--- src/rtl/tdm_mux_pkg.sv ---
// Shared constants and the FSM state type for the 8-lane TDM transmit path.
//   LANES  - number of parallel lanes serialised per frame
//   SEL_W  - width of the lane index driven alongside each bit
//   GAP_W  - width of the inter-frame gap down-counter
//   state_t - serializer FSM states; PAR exists only when TDM_MUX_PARITY_EN is defined
package tdm_mux_pkg;

  localparam int LANES = 8;
  localparam int SEL_W = 3;
  localparam int GAP_W = 4;

  typedef enum logic [1:0] {
    ST_IDLE = 2'd0,
    ST_SEND = 2'd1,
`ifdef TDM_MUX_PARITY_EN
    ST_PAR  = 2'd2,
`endif
    ST_GAP  = 2'd3
  } state_t;

endpackage

--- src/rtl/mux_8x1.sv ---
// Combinational 8:1 bit selector; transmit-side counterpart of demux_1x8.
//   data    in  8 : held parallel word, bit i is lane i
//   sel     in  3 : lane to forward
//   bit_out out 1 : data[sel]
module mux_8x1
  import tdm_mux_pkg::*;
(
  input  logic [LANES-1:0] data,
  input  logic [SEL_W-1:0] sel,
  output logic             bit_out
);

  assign bit_out = data[sel];

endmodule

--- src/rtl/tdm_mux_8x1.sv ---
// Time-division serializer: accepts an 8-bit word and sends it LSB first,
// one bit per clock, with the lane index on S so a demux can rebuild it.
// Optional even-parity slot after lane 7 when TDM_MUX_PARITY_EN is defined.
//   clk, rst     : clock, synchronous active-high reset
//   Din          : parallel word (bit i = lane i), Din_valid/Din_ready handshake
//   Dout, S      : serial bit and its lane index (registered)
//   Dout_valid   : Dout/S carry a data or parity slot
//   Frame_start  : high in the lane-0 slot
//   Par_slot     : high in the parity slot (constant 0 without parity)
// Parameters: IDLE_LEVEL (Dout when not valid), GAP_CYCLES (0..15 idle slots per frame)
module tdm_mux_8x1
  import tdm_mux_pkg::*;
#(
  parameter logic IDLE_LEVEL = 1'b0,
  parameter int   GAP_CYCLES = 0
) (
  input  logic             clk,
  input  logic             rst,
  input  logic [LANES-1:0] Din,
  input  logic             Din_valid,
  output logic             Din_ready,
  output logic             Dout,
  output logic [SEL_W-1:0] S,
  output logic             Dout_valid,
  output logic             Frame_start,
  output logic             Par_slot
);

  localparam logic [SEL_W-1:0] LAST_LANE = SEL_W'(LANES - 1);
  // Outputs lag the state by one register stage, so the IDLE cycle in which
  // the next word is accepted is itself seen as an idle slot on the line.
  // The GAP state therefore lasts one cycle less than the visible gap.
  localparam logic [GAP_W-1:0] GAP_LOAD =
    (GAP_CYCLES > 1) ? GAP_W'(GAP_CYCLES - 1) : '0;

  state_t             state_reg, state_next;
  logic [SEL_W-1:0]   cnt_reg, cnt_next;
  logic [GAP_W-1:0]   gap_reg, gap_next;
  logic [LANES-1:0]   hold_reg, hold_next;

  logic               dout_reg, dout_next;
  logic [SEL_W-1:0]   s_reg, s_next;
  logic               valid_reg, valid_next;
  logic               fs_reg, fs_next;

  logic               last_slot;
  logic               accept;
  logic               frame_end;
  logic               sel_bit;

  mux_8x1 u_mux (
    .data    (hold_reg),
    .sel     (cnt_reg),
    .bit_out (sel_bit)
  );

`ifdef TDM_MUX_PARITY_EN
  assign last_slot = (state_reg == ST_PAR);
`else
  assign last_slot = (state_reg == ST_SEND) && (cnt_reg == LAST_LANE);
`endif

  assign Din_ready = !rst && ((state_reg == ST_IDLE) ||
                              ((GAP_CYCLES == 0) && last_slot));
  assign accept    = Din_valid && Din_ready;

  always_comb begin
    state_next = state_reg;
    cnt_next   = cnt_reg;
    gap_next   = gap_reg;
    hold_next  = hold_reg;
    frame_end  = 1'b0;

    dout_next  = IDLE_LEVEL;
    s_next     = '0;
    valid_next = 1'b0;
    fs_next    = 1'b0;

    case (state_reg)
      ST_IDLE: begin
        if (accept) begin
          state_next = ST_SEND;
          cnt_next   = '0;
          hold_next  = Din;
        end
      end
      ST_SEND: begin
        dout_next  = sel_bit;
        s_next     = cnt_reg;
        valid_next = 1'b1;
        fs_next    = (cnt_reg == '0);
        if (cnt_reg == LAST_LANE) begin
`ifdef TDM_MUX_PARITY_EN
          state_next = ST_PAR;
`else
          frame_end  = 1'b1;
`endif
        end else begin
          cnt_next = cnt_reg + 1'b1;
        end
      end
`ifdef TDM_MUX_PARITY_EN
      ST_PAR: begin
        dout_next  = ^hold_reg;
        s_next     = LAST_LANE;
        valid_next = 1'b1;
        frame_end  = 1'b1;
      end
`endif
      ST_GAP: begin
        if (gap_reg <= 1) begin
          state_next = ST_IDLE;
          gap_next   = '0;
        end else begin
          gap_next = gap_reg - 1'b1;
        end
      end
      default: state_next = ST_IDLE;
    endcase

    // Common exit from the final slot of a frame.
    if (frame_end) begin
      if (GAP_CYCLES > 1) begin
        state_next = ST_GAP;
        gap_next   = GAP_LOAD;
      end else if (accept) begin
        state_next = ST_SEND;
        cnt_next   = '0;
        hold_next  = Din;
      end else begin
        state_next = ST_IDLE;
      end
    end
  end

  always_ff @(posedge clk) begin
    if (rst) begin
      state_reg <= ST_IDLE;
      cnt_reg   <= '0;
      gap_reg   <= '0;
      hold_reg  <= '0;
      dout_reg  <= IDLE_LEVEL;
      s_reg     <= '0;
      valid_reg <= 1'b0;
      fs_reg    <= 1'b0;
    end else begin
      state_reg <= state_next;
      cnt_reg   <= cnt_next;
      gap_reg   <= gap_next;
      hold_reg  <= hold_next;
      dout_reg  <= dout_next;
      s_reg     <= s_next;
      valid_reg <= valid_next;
      fs_reg    <= fs_next;
    end
  end

`ifdef TDM_MUX_PARITY_EN
  logic ps_reg;
  always_ff @(posedge clk) begin
    if (rst) ps_reg <= 1'b0;
    else     ps_reg <= (state_reg == ST_PAR);
  end
  assign Par_slot = ps_reg;
`else
  assign Par_slot = 1'b0;
`endif

  assign Dout        = dout_reg;
  assign S           = s_reg;
  assign Dout_valid  = valid_reg;
  assign Frame_start = fs_reg;

endmodule

--- config.mk ---
export PLATFORM = sky130hd
export DESIGN_NAME = tdm_mux_8x1
export DESIGN_NICKNAME = d
export VERILOG_FILES = /design/src/rtl/tdm_mux_pkg.sv /design/src/rtl/mux_8x1.sv /design/src/rtl/tdm_mux_8x1.sv
export SDC_FILE = /design/constraint.sdc
export NUM_CORES = 1
export LEC_CHECK = 0
export CORE_MARGIN = 2
export CORE_UTILIZATION = 40
export DETAILED_ROUTE_END_ITERATION = 12
export PLACE_DENSITY_LB_ADDON = 0.2
export SLEW_MARGIN = 40
export SYNTH_ARGS = -nofsm -noshare
export SYNTH_HDL_FRONTEND = slang
export SYNTH_SLANG_ARGS = --single-unit
--- constraint.sdc ---
create_clock -name clk -period 3 [get_ports clk]
set_input_delay 0.3 -clock clk [delete_from_list [all_inputs] [get_ports clk]]
set_output_delay 0.3 -clock clk [all_outputs]
set_load 0.03 [all_outputs]
Word level (Yosys, flattened, before mapping)
Index checks and enable logic that the tools add are counted.

operators by class
  magnitude comparators = 2
  bitwise operators = 1
  add/subtract/negate cells = 2
  equal/unequal tests = 6
  mux-type cells = 20
  reductions and logical operators = 9

operators by type and width
  kind                                                  number
  2-to-1 mux 8 bit                                      4
  2-to-1 mux 3 bit                                      4
  2-to-1 mux 2 bit                                      3
  != test 3 bit (second input constant)                 2
  case mux 2 bit (3 select lines)                       1
  case mux 3 bit (2 select lines)                       1
  2-to-1 mux 1 bit                                      5
  <= comparator 4 x 1 -> 1 bit (second input constant)  1
  < comparator 3 x 4 -> 1 bit (second input constant)   1
  2-to-1 mux 4 bit                                      1
  subtractor 4 x 1 -> 4 bit (second input constant)     1
  adder 3 x 1 -> 3 bit (second input constant)          1
  binary-select mux 1 bit (select 3 bit)                1
  equality test 3 bit (second input constant)           1
  logical AND 1 bit                                     3
  logical NOT 3 bit                                     1
  AND reduction 3 bit                                   1
  equality test 2 x 1 -> 1 bit (second input constant)  1
  equality test 2 bit (second input constant)           1
  logical NOT 2 bit                                     1
  != test 2 bit (second input constant)                 1
  OR reduction 2 bit                                    1
  logical NOT 1 bit                                     1
  logical OR 1 bit                                      1
  NOT 1 bit                                             1

word-level totals
  register bits after elaboration = 23
  bits of input ports = 11
  output and inout bits = 8
  logic and storage cells = 48

Depth between registers and ports, before layout
  depth in word-level cells = 9
  mapped depth = 5
  depth with buffers taken out = 4

By module
Synthesis repeated with hierarchy kept, for this count alone.

second synthesis, totals
  cells, all modules = 76
  area, all modules = 782.0 um^2

modules (own cells, without submodules)
  module       area each (um^2)  sequential area each (um^2)  cells each  times used
  tdm_mux_8x1  718.2             360.3                        73          1
  mux_8x1      63.8              0.0                          3           1

Least setup slack after synthesis
OpenSTA, ideal clock, no wires.

  path kind = register to output
  start point = register cnt_reg[1]
  end point = output Din_ready
  data required time = 2700 ps
  buffers on the path = 0
  slack = 1532 ps
  arrival = 1168 ps
  cell stages (with the launch flop) = 4
  cell sequence = dfxtp_1 > ha_1 > a21boi_1 > nor2_2

on the way
  word-level cells in the longest chain between the ends = 4

RTL lines
  item                    RTL line            source
  start, declared         tdm_mux_8x1.sv:37   logic [SEL_W-1:0] cnt_reg, cnt_next;
  start signal, assigned  tdm_mux_8x1.sv:148  cnt_reg <= cnt_next;
  equality test 3 bit     tdm_mux_8x1.sv:60   assign last_slot = (state_reg == ST_SEND) && (cnt_reg == LAST_LANE);
  logical AND 1 bit       tdm_mux_8x1.sv:60
  logical OR 1 bit        tdm_mux_8x1.sv:63   assign Din_ready = !rst && ((state_reg == ST_IDLE) ||
  logical AND 1 bit       tdm_mux_8x1.sv:63
  end, declared           tdm_mux_8x1.sv:21   output logic Din_ready,

Every way passes these cells.

Worst setup path after layout
Ends and elaborated chain as after synthesis.

==> results.py <==
metrics = {
    "clock_tree": {
        "clock-sinks": 18,
        "postCtsHoldBufs": 0,
        "post-cts-setup-buffers": 0,
        "clk_transition_reported_paths_ns": 0.10,
        "tritoncts_clock_tree": "built",
        "cts.root.buffer_cell": "clkbuf_4",
        "cts.repair.resized": 0,
        "cts_max_path_buffers": 2,
        "cts_buffers": 3,
        "clock_insertion_delay_worst_skew_ns": 0.29,
        "htree_levels": 1,
    },
    "synth": {
        "synth_simple_gate_area_share_pct": 8.49,
        "ys_seq_elements": 18,
        "synth-edff-count": 0,
        "synthesis.area_um2": 811,
        "synth_top_area_share_pct": 44.4,
        "mappedNetlistNets": 90,
        "synth.most_common_cell": "dfxtp_1",
        "synth.area.mux_share_pct": 5.56,
        "synthCells": 77,
        "number_of_distinct_library_cells_after_synthesis": 24,
        "synth_sequential_area_ratio_pct": 44.4,
        "largest_area_contributor_in_the_synthesized_netlist": "dfxtp_1",
        "ys_top_cells_by_area": "dfxtp_1 (44%), a211oi_2 (11%), a31o_1 (8.6%)",
        "synth-compound-area-share_pct": 26.2,
        "synth_common_cells": "dfxtp_1 (18), inv_1 (10), a31o_1 (8), a211oi_2 (7), nand2_1 (4)",
        "post_synth_xor_area_fraction_pct": 1.08,
        "synth_top_family_by_area": "compound AO/OA/AOI/OAI gates",
        "synth_area_per_cell_um2": 10.5,
        "synth_ff_type": "dfxtp_1",
        "synthAdderAreaFrac_pct": 3.09,
        "async_flop_share_pct": 0,
        "yosys_warnings": 0,
    },
    "final_layout": {
        "drive_above_1_share_pct": 16.3,
        "num-nets-final": 107,
        "insertedDiodeCount": 0,
        "largest_register_ff_count": 8,
        "area.growth.synth_to_final_pct": 23.3,
    },
    "setup_path": {
        "crit_required_ns": 2.70,
        "crit_end_category": "output pin",
        "critical_path.startpoint_type": "register",
        "critPathKind": "reg2out",
        "crit_fanout": 9,
        "timing.critical_path.cells": "ha_1, a21boi_1, nor2_2, clkdlybuf4s50_1",
        "timing.critical_path.arrival_ns": 2.23,
        "max_stage_delay_ns": 0.75,
        "critical-path-slowest-cell": "clkdlybuf4s50_1",
    },
    "global_route": {
        "grt_start_max_net_pins": 18,
        "grt_first_pass_wirelength_mm": 2.33,
        "grt_remaining_overflow": 0,
        "antenna_found_initial": 0,
        "grt_pass1_vias": 548,
        "global_route.usage.total_pct": 12.7,
    },
    "sta": {
        "hold_viol_final": 0,
        "fin_skew_ns": 0.00430,
        "finalSetupViolCount": 0,
        "maxSlewViolCount": 0,
        "slew_headroom_pct": 52.6,
        "setup_total_negative_slack_ns": 0,
        "max_freq_ghz": 0.396,
        "post-route-worst-setup-slack_ns": 0.474,
        "rsz0062_at_grt": "no",
        "timing.final.crit_share_pct": 84.2,
        "period_needed_ns": 2.53,
        "tightest_slew_ns": 0.708,
    },
    "drt": {
        "drt_drc_violations_left": 0,
        "detailroute.via_count": 569,
        "route.detailed.wl_per_inst_um": 11.2,
        "drt.antenna.violating_nets": 0,
        "drt_first_iter_violations": 5,
        "drt_pre_antenna_iters": 2,
        "wl_mm": 1.34,
        "detail_route.vias_per_cell": 4.78,
    },
    "power": {
        "powerDensity_nw_per_um2": 444,
        "share_comb_of_total_power_pct": 15.5,
        "sequentialPowerShare_pct": 57.8,
        "switching_share_pct": 25.7,
        "p_switching_uw": 114,
        "ir_drop_mv": 0.279,
        "internal_power_uw": 330,
        "power_frac_clock_pct": 26.8,
        "power.static_leakage_nw": 0.361,
    },
    "die": {
        "start_util_pct": 41.8,
        "die_h_um": 49.0,
        "placementRows": 16,
        "die_x_um": 49.0,
        "die_area_um2": 2400,
        "number_of_top_level_pins": 19,
        "coreArea_um2": 1940,
    },
    "place": {
        "dp.final_hpwl_um": 945,
        "placement.setup.worst_slack_ns": 0.773,
        "gp_routability_congestion": 0.769,
        "buffer_ports.inserted": 17,
    },
    "hold_path": {
        "hold_path_class": "reg2reg",
    },
    "status": {
        "run_status": "finished, final reports clean",
    },
    "job": {
        "timing.max_cap.violations": 0,
    },
}
path summary, 6_finish.rpt:
path	start	end	slack (ns)	cells after the start
worst max-delay path	cnt_reg[1]	Din_ready	0.47	4
worst min register to register	cnt_reg[0]	cnt_reg[0]	0.52	2
worst max register to register	cnt_reg[1]	hold_reg[3]	1.39	4
worst min-delay path	cnt_reg[0]	cnt_reg[0]	0.52	2
kinds of logic after synthesis:
| family | count (synthesis) |
|---|---|
| adder cells (fa/ha/maj) | 2 |
| XOR/XNOR | 1 |
| multiplexers | 2 |
| other | 1 |
| buffers and inverters | 17 |
| AO/OA/AOI/OAI | 23 |
| AND/OR/NAND/NOR | 13 |
| flip-flops | 18 |
placed cells by master (no fill, tap or decap):
cell type        synthesis  layout
nand3_1                  2       2
clkdlybuf4s50_1          0      17
nand2_1                  4       4
mux4_2                   2       2
a211oi_2                 7       7
a211oi_1                 1       1
and3b_1                  1       1
nor2b_1                  1       1
a21boi_1                 2       2
conb_1                   1       1
clkbuf_4                 0       3
a21bo_1                  1       1
nor2_2                   1       1
dfxtp_1                 18      18
inv_1                   10      10
nor2_1                   1       1
xor2_1                   1       1
buf_4                    1       1
a31o_1                   8       8
ha_1                     2       2
a22oi_1                  1       1
a21oi_1                  3       3
and2_1                   3       3
inv_2                    1       1
critical path, delay by kind of cell (launching register included):
family          cells  cell delay (ns)
compound gates      1             0.12
fa+ha+maj           1             0.25
buf+inv             1             0.75
flops               1             0.48
simple gates        1             0.33
through the flow:
stage	hold slack (ns)	instances	power [mW]	instance area [um^2]	utilization (%)
after floorplan	0.409	77	0.306	811	-
after global routing	0.533	119	0.471	1000	51.5
after CTS	0.516	119	0.450	1000	51.5
after global placement	0.493	116	0.330	977	50.3
after detailed placement	0.502	116	0.331	977	50.3
final	0.516	119	0.444	1000	51.5
power groups by stage:
stage / sequential, mW / combinational (mW) / clock [mW]
floorplan: 0.265 / 0.0417 / 0
global placement: 0.262 / 0.0681 / 0
detailed placement: 0.262 / 0.0691 / 0
CTS: 0.256 / 0.0695 / 0.124
global route: 0.259 / 0.0746 / 0.138
finish: 0.256 / 0.0686 / 0.119
routing by layer:
| metal | track usage, % | wire length, um | up-vias |
|---|---|---|---|
| li1 | - | - | 294 |
| met4 | 8.57 | 15 | 0 |
| met5 | 0 | 0 | - |
| met1 | 15.5 | 615 | 258 |
| met2 | 20.8 | 657 | 15 |
| met3 | 1.84 | 49 | 2 |
layout make-up:
type / instances / area [um^2]
sequential: 18 / 360
timing repair buffer: 18 / 178
tap: 27 / 33.8
multi-input combinational: 42 / 364
fill: 199 / 942
inverter: 11 / 41.3
clock buffer: 3 / 22.5
Power figures use the tool's default switching activity.
